<file path="src/rtl/asrm_int_ctrl_pkg.sv">
// Shared register offsets, FSM codes and bit helpers for the interrupt request controller.
// The optional edge-trigger feature is selected with `ASRM_INT_EDGE_EN.
package asrm_int_ctrl_pkg;

    localparam int unsigned NumSrc = 4;

    localparam logic [1:0] intctrl_enable  = 2'd0;
    localparam logic [1:0] intctrl_pending = 2'd1;
    localparam logic [1:0] intctrl_status  = 2'd2;
    localparam logic [1:0] intctrl_trigger = 2'd3;

    localparam logic [2:0] intc_idle = 3'd0;
    localparam logic [2:0] intc_req  = 3'd1;
    localparam logic [2:0] intc_ackd = 3'd2;

    // Index of the lowest set bit; 0 when no bit is set.
    function automatic logic [1:0] prio_enc(input logic [3:0] v);
        logic [1:0] idx;
        idx = 2'd0;
        for (int i = NumSrc - 1; i >= 0; i--) begin
            if (v[i]) idx = 2'(i);
        end
        return idx;
    endfunction

    function automatic logic [3:0] lowest_bit(input logic [3:0] v);
        return v & (~v + 4'd1);
    endfunction

endpackage

</file>
<file path="src/rtl/asrm_int_ctrl_if.sv">
// Request/acknowledge and configuration signals between the CPU side and the interrupt
// controller.
interface asrm_int_ctrl_if #(
    parameter int unsigned wordsize = 16
) ();
    logic [3:0]          irq_in;
    logic [3:0]          int_req;
    logic                int_ack;
    logic                int_done;
    logic                cfg_we;
    logic [1:0]          cfg_addr;
    logic [wordsize-1:0] cfg_wdata;
    logic [wordsize-1:0] cfg_rdata;

    modport master (
        output irq_in, int_ack, int_done, cfg_we, cfg_addr, cfg_wdata,
        input  int_req, cfg_rdata
    );

    modport slave (
        input  irq_in, int_ack, int_done, cfg_we, cfg_addr, cfg_wdata,
        output int_req, cfg_rdata
    );
endinterface

</file>
<file path="src/rtl/asrm_int_sync.sv">
// Two-flop synchroniser for one raw interrupt line; with `ASRM_INT_EDGE_EN it also
// flags the synchronised 0->1 transition.
module asrm_int_sync (
    input  logic clk,
    input  logic reset,
    input  logic irq_i,
    output logic sync_o,
    output logic rise_o
);
    logic meta_q, sync_q;

    always_ff @(posedge clk or negedge reset) begin
        if (!reset) begin
            meta_q <= 1'b0;
            sync_q <= 1'b0;
        end else begin
            meta_q <= irq_i;
            sync_q <= meta_q;
        end
    end

    assign sync_o = sync_q;

`ifdef ASRM_INT_EDGE_EN
    logic prev_q;

    always_ff @(posedge clk or negedge reset) begin
        if (!reset) prev_q <= 1'b0;
        else        prev_q <= sync_q;
    end

    assign rise_o = sync_q & ~prev_q;
`else
    assign rise_o = 1'b0;
`endif

endmodule

</file>
<file path="src/rtl/asrm_int_ctrl.sv">
// Four-source fixed-priority interrupt request controller with nesting and a register port.
// Defining `ASRM_INT_EDGE_EN adds the TRIGGER register for per-source edge mode.
module asrm_int_ctrl
    import asrm_int_ctrl_pkg::*;
#(
    parameter int unsigned wordsize = 16
) (
    input  logic             clk,
    input  logic             reset,
    asrm_int_ctrl_if.slave   bus
);
    logic [3:0] irq_s, rise;
    logic [3:0] enable_q, enable_d;
    logic [3:0] inserv_q, inserv_d;
    logic [3:0] pend_q, pend_d;
    logic [3:0] req_q, req_d;
    logic [2:0] state_q, state_d;
    logic [1:0] sel_q, sel_d;
    logic [3:0] trig;

    for (genvar g = 0; g < NumSrc; g++) begin : g_sync
        asrm_int_sync u_sync (
            .clk    (clk),
            .reset  (reset),
            .irq_i  (bus.irq_in[g]),
            .sync_o (irq_s[g]),
            .rise_o (rise[g])
        );
    end

    logic       wr_enable, wr_pending;
    logic [3:0] w1c;
    assign wr_enable  = bus.cfg_we && (bus.cfg_addr == intctrl_enable);
    assign wr_pending = bus.cfg_we && (bus.cfg_addr == intctrl_pending);
    assign w1c        = wr_pending ? bus.cfg_wdata[3:0] : 4'b0000;

`ifdef ASRM_INT_EDGE_EN
    logic [3:0] trig_q;
    always_ff @(posedge clk or negedge reset) begin
        if (!reset) begin
            trig_q <= 4'b0000;
        end else if (bus.cfg_we && (bus.cfg_addr == intctrl_trigger)) begin
            trig_q <= bus.cfg_wdata[3:0];
        end
    end
    assign trig = trig_q;
`else
    assign trig = 4'b0000;
`endif

    // Level sources follow the synchronised line directly; edge sources use the latch.
    logic [3:0] pending, active, cand_oh, le_mask;
    logic [1:0] cand;
    logic       eligible, sel_valid;

    assign pending   = (trig & pend_q) | (~trig & irq_s);
    assign active    = pending & enable_q;
    assign cand      = prio_enc(active);
    assign cand_oh   = lowest_bit(active);
    assign le_mask   = {cand_oh[2:0], 1'b0} - 4'd1;
    assign eligible  = (|active) && ((inserv_q & le_mask) == 4'b0000);
    assign sel_valid = pending[sel_q] & enable_q[sel_q];

    logic [3:0] set_is, ack_clr, done_clr;
    logic       ack_take;

    always_comb begin
        state_d  = state_q;
        sel_d    = sel_q;
        req_d    = req_q;
        set_is   = 4'b0000;
        ack_clr  = 4'b0000;
        ack_take = 1'b0;
        case (state_q)
            intc_idle: begin
                if (eligible) begin
                    state_d = intc_req;
                    sel_d   = cand;
                    req_d   = cand_oh;
                end
            end
            intc_req: begin
                // An ack in the same cycle the source drops still counts as taken.
                if (bus.int_ack) begin
                    state_d  = intc_ackd;
                    req_d    = 4'b0000;
                    set_is   = req_q;
                    ack_clr  = req_q;
                    ack_take = 1'b1;
                end else if (!sel_valid) begin
                    state_d = intc_idle;
                    req_d   = 4'b0000;
                end
            end
            intc_ackd: state_d = intc_idle;
            default: begin
                state_d = intc_idle;
                req_d   = 4'b0000;
            end
        endcase
    end

    // A retint coinciding with a taken interrupt is dropped.
    assign done_clr = (bus.int_done && !ack_take) ? lowest_bit(inserv_q) : 4'b0000;
    assign inserv_d = (inserv_q & ~done_clr) | set_is;
    assign pend_d   = trig & (rise | (pend_q & ~w1c & ~ack_clr));
    assign enable_d = wr_enable ? bus.cfg_wdata[3:0] : enable_q;

    always_ff @(posedge clk or negedge reset) begin
        if (!reset) begin
            state_q  <= intc_idle;
            sel_q    <= 2'd0;
            req_q    <= 4'b0000;
            enable_q <= 4'b0000;
            inserv_q <= 4'b0000;
            pend_q   <= 4'b0000;
        end else begin
            state_q  <= state_d;
            sel_q    <= sel_d;
            req_q    <= req_d;
            enable_q <= enable_d;
            inserv_q <= inserv_d;
            pend_q   <= pend_d;
        end
    end

    assign bus.int_req = req_q;

    logic [7:0] rdata8;
    always_comb begin
        rdata8 = 8'h00;
        case (bus.cfg_addr)
            intctrl_enable:  rdata8 = {4'b0000, enable_q};
            intctrl_pending: rdata8 = {4'b0000, pending};
            intctrl_status:  rdata8 = {|req_q, state_q, inserv_q};
            intctrl_trigger: rdata8 = {4'b0000, trig};
            default:         rdata8 = 8'h00;
        endcase
    end

    assign bus.cfg_rdata = {{(wordsize - 8){1'b0}}, rdata8};

    logic unused_wdata;
    assign unused_wdata = ^bus.cfg_wdata[wordsize-1:4];

endmodule
</file>
<file path="src/flat_wrapper.sv">
// flat-port wrapper written by rule: the top's interface ports become plain ports
module asrm_int_ctrl_flat import asrm_int_ctrl_pkg::*;
#(
    parameter int unsigned wordsize = 16
)
  (clk, reset, bus_irq_in, bus_int_ack, bus_int_done, bus_cfg_we, bus_cfg_addr, bus_cfg_wdata, bus_int_req, bus_cfg_rdata);
  asrm_int_ctrl_if #(.wordsize(wordsize)) bus_i ();
  input  logic clk;
  input  logic reset;
  input wire logic [$bits(bus_i.irq_in)-1:0] bus_irq_in;
  input wire logic [$bits(bus_i.int_ack)-1:0] bus_int_ack;
  input wire logic [$bits(bus_i.int_done)-1:0] bus_int_done;
  input wire logic [$bits(bus_i.cfg_we)-1:0] bus_cfg_we;
  input wire logic [$bits(bus_i.cfg_addr)-1:0] bus_cfg_addr;
  input wire logic [$bits(bus_i.cfg_wdata)-1:0] bus_cfg_wdata;
  output wire logic [$bits(bus_i.int_req)-1:0] bus_int_req;
  output wire logic [$bits(bus_i.cfg_rdata)-1:0] bus_cfg_rdata;
  assign bus_i.irq_in = bus_irq_in;
  assign bus_i.int_ack = bus_int_ack;
  assign bus_i.int_done = bus_int_done;
  assign bus_i.cfg_we = bus_cfg_we;
  assign bus_i.cfg_addr = bus_cfg_addr;
  assign bus_i.cfg_wdata = bus_cfg_wdata;
  assign bus_int_req = bus_i.int_req;
  assign bus_cfg_rdata = bus_i.cfg_rdata;
  asrm_int_ctrl #(.wordsize(wordsize)) u_core (.clk(clk), .reset(reset), .bus(bus_i));
endmodule
</file>
<file path="config.mk">
export PLATFORM = sky130hd
export DESIGN_NAME = asrm_int_ctrl_flat
export DESIGN_NICKNAME = d
export VERILOG_FILES = /design/src/rtl/asrm_int_ctrl_pkg.sv /design/src/rtl/asrm_int_ctrl_if.sv /design/src/rtl/asrm_int_sync.sv /design/src/rtl/asrm_int_ctrl.sv /design/src/flat_wrapper.sv
export SDC_FILE = /design/constraint.sdc
export NUM_CORES = 1
export LEC_CHECK = 0
export ABC_AREA = 1
export ABC_CLOCK_PERIOD_IN_PS = 1700
export CAP_MARGIN = 40
export CORE_MARGIN = 5
export CORE_UTILIZATION = 45
export DETAILED_ROUTE_END_ITERATION = 8
export PLACE_DENSITY = 0.81
export SYNTH_ARGS = -nofsm -noshare
export SYNTH_HDL_FRONTEND = slang
export SYNTH_SLANG_ARGS = --single-unit
</file>
<file path="constraint.sdc">
create_clock -name clk -period 1.7 [get_ports clk]
set_input_delay 0.17 -clock clk [delete_from_list [all_inputs] [get_ports clk]]
set_output_delay 0.17 -clock clk [all_outputs]
set_load 0.01 [all_outputs]
</file>
==> results.py <==
metrics = {
    "cells_and_area": {
        "final_common_cell": "nand2_1",
        "fin_area_um2": 1450,
        "drive_gt1_share_pct": 12.9,
        "post-route-util_pct": 59.6,
        "final_cell_mix": "nand2_1, dfrtp_1, clkdlybuf4s50_1, inv_1, nand3_1",
        "area_delta_synth_final_pct": 27.8,
        "nNetsFinal": 191,
        "fillers": 225,
        "diodes": 0,
    },
    "cts": {
        "cts_num_sinks": 24,
        "cts_max_level": 1,
        "root_buffer": "clkbuf_4",
        "cts.hold.buffers_added": 0,
        "cts_tree": "done",
        "post_cts_buffers": 0,
        "path_clk_slew_ns": 0.13,
        "clock_latency_ns": 0.32,
        "cts_made_buffers": 3,
        "cts_max_path_buffers": 2,
    },
    "placement": {
        "place_area_um2": 1410,
        "routabilityCongestion": 0.799,
        "dp_slack_ns": -0.255,
        "hpwl_um": 2070,
        "io_buffer_count": 25,
    },
    "routing": {
        "first_iter_violations": 31,
        "drc": 0,
        "vias_per_cell": 4.94,
        "drt-total-wl_um": 2600,
        "vias": 954,
        "ant_nets": 0,
        "wl_per_cell_um": 13.5,
        "dr.pass1.iters": 4,
    },
    "timing": {
        "hold_viol_final": 0,
        "slew_viol_final": 0,
        "finClkSkew_ns": 0.00213,
        "post-route-period-util_pct": 93.3,
        "max_freq_mhz": 631,
        "period_needed_ns": 1.59,
        "layout_setup_ws_ns": 0.114,
        "setup_viol": 0,
        "rsz0062_at_grt": "false",
    },
    "synthesis": {
        "synth_top_family_by_area": "simple AND/OR/NAND/NOR gates",
        "yosysUniqueCellTypes": 15,
        "synth_cells": 131,
        "yosys_warnings": 0,
        "ys_ff_latch": 24,
        "synth_compound_area_share_pct": 6.18,
        "muxShareOfSynthArea_pct": 3.97,
        "seq_area_frac_synth_pct": 53.0,
        "syn_area_um2": 1130,
        "synthSimpleGateAreaFrac_pct": 25.3,
        "synth_adder_area_share_pct": 0,
        "synthXorXnorAreaFrac_pct": 0,
        "synth.avg_cell_area_um2": 8.65,
    },
    "setup_path": {
        "end_kind": "primary output",
        "required_ns": 1.53,
        "rr_startpoint": "u_core.enable_q[2]",
        "crit_fanout": 2,
        "startpoint_type": "input port",
        "timing.critical_path.from": "bus_cfg_addr[1]",
        "worstPathArrival_ns": 1.42,
        "crit_type": "in2out",
    },
    "pwr": {
        "leakage_nw": 0.743,
        "power_mw": 1.77,
        "vdd_ir_drop_max_uv": 973,
        "p_per_area_nw_per_um2": 1220,
    },
    "grt": {
        "grt_pass1_vias": 969,
        "grt_max_degree": 25,
        "antenna_found_initial": 0,
        "grt_usage_pct": 16.2,
        "grt_overflow": 0,
        "grt_pass1_wl_um": 4280,
    },
    "die": {
        "dieHeight_um": 60.2,
        "ioPinCount": 47,
        "die_area_um2": 3620,
        "chipWidth_um": 60.2,
        "initial_utilization_pct": 46.6,
        "rows": 18,
        "coreArea_um2": 2430,
    },
    "job": {
        "drv_cap": 0,
    },
    "min_path": {
        "hp-class": "in2async",
    },
    "outcome": {
        "status": "finished, final reports clean",
    },
}
==> worst max-delay path, cell delays in order <==
cell and delay (ns):
clkdlybuf4s50_1 0.53, inv_1 0.08, nor2_2 0.11, buf_4 0.13, nand2_1 0.04, nand3_1 0.07
dlygate4sd2_1 0.27
==> report_power, final <==
| part | leakage (nW) | switching [mW] | internal (mW) |
|---|---|---|---|
| sequential | 0.300 | 0.0975 | 0.684 |
| clock | 0.0279 | 0.179 | 0.239 |
| combinational | 0.415 | 0.334 | 0.240 |
==> final timing paths <==
path / slack [ns] / end / cells after the start
worst max-delay path: 0.11 / bus_cfg_rdata[0] / 7
worst min-delay path: 0.18 / u_core.sel_q[0] / 2
worst max register to register: 0.43 / u_core.bus.int_req[3] / 8
worst min register to register: 0.37 / u_core.g_sync[0].u_sync.sync_o / 0
max in group asynchronous: 1.29 / u_core.g_sync[3].u_sync.meta_q / 2
min in group clk: 0.27 / u_core.g_sync[0].u_sync.meta_q / 1
==> routing by layer <==
| layer | vias to the layer above | routed length [µm] | track usage [%] |
|---|---|---|---|
| li1 | 463 | - | - |
| met1 | 457 | 1090 | 19.9 |
| met2 | 29 | 1310 | 27.2 |
| met3 | 5 | 157 | 3.89 |
| met4 | 0 | 46 | 6.65 |
| met5 | - | 0 | 0 |
==> per-stage QoR <==
step / TNS (ns) / cells / hold WS (ns)
detailed placement: -1.42 / 189 / 0.340
global route: 0 / 193 / 0.206
floorplan: 0 / 139 / -0.126
CTS: 0 / 193 / 0.186
global placement: -1.08 / 189 / 0.335
finish: 0 / 193 / 0.178
==> cell type report <==
| class | instances | area, µm² | share of cell area (%) |
|---|---|---|---|
| multi-input cells | 90 | 438 | 30.2 |
| inverters | 16 | 60.1 | 4.15 |
| clock buffers | 3 | 22.5 | 1.55 |
| clock inverters | 1 | 30.0 | 2.07 |
| flip-flops and latches | 24 | 601 | 41.5 |
| well taps | 30 | 37.5 | 2.59 |
| repair buffers | 29 | 260 | 18.0 |
==> what timing repair did <==
action	in CTS	in global routing
pin swaps	0	0
setup endpoints to repair	7	7
gates resized for setup	7	7
==> synth_stat cells, drive strengths merged <==
| master | count | area share [%] |
|---|---|---|
| nor3 | 2 | 0.88 |
| nor2 | 7 | 3.6 |
| nand2 | 40 | 14 |
| a21oi | 5 | 2.2 |
| inv | 16 | 5.3 |
| dfrtp | 24 | 53 |
| buf | 9 | 6.0 |
| o211ai | 2 | 1.3 |
| conb | 1 | 0.33 |
| o21ai | 6 | 2.6 |
| mux2 | 4 | 4.0 |
| nand3 | 15 | 7.1 |
==> flip-flops by register name (all words and copies together), names as in the netlist <==
| signal | count |
|---|---|
| u_core.inserv_q | 4 |
| u_core.sel_q | 2 |
| u_core.g_sync.u_sync.meta_q | 4 |
| u_core.enable_q | 4 |
| u_core.state_q | 2 |
| u_core.bus.int_req | 4 |
| u_core.g_sync.u_sync.sync_o | 4 |
==> logic make-up (layout without fill, tap and decap cells) <==
logic type | count (synthesis) | in the layout
and+or+nand+nor | 64 | 64
buffers and inverters | 25 | 49
DFF | 24 | 24
AOI/OAI and AO/OA | 13 | 13
muxes | 4 | 4
other | 1 | 9
(Power assumes the default switching activity.)
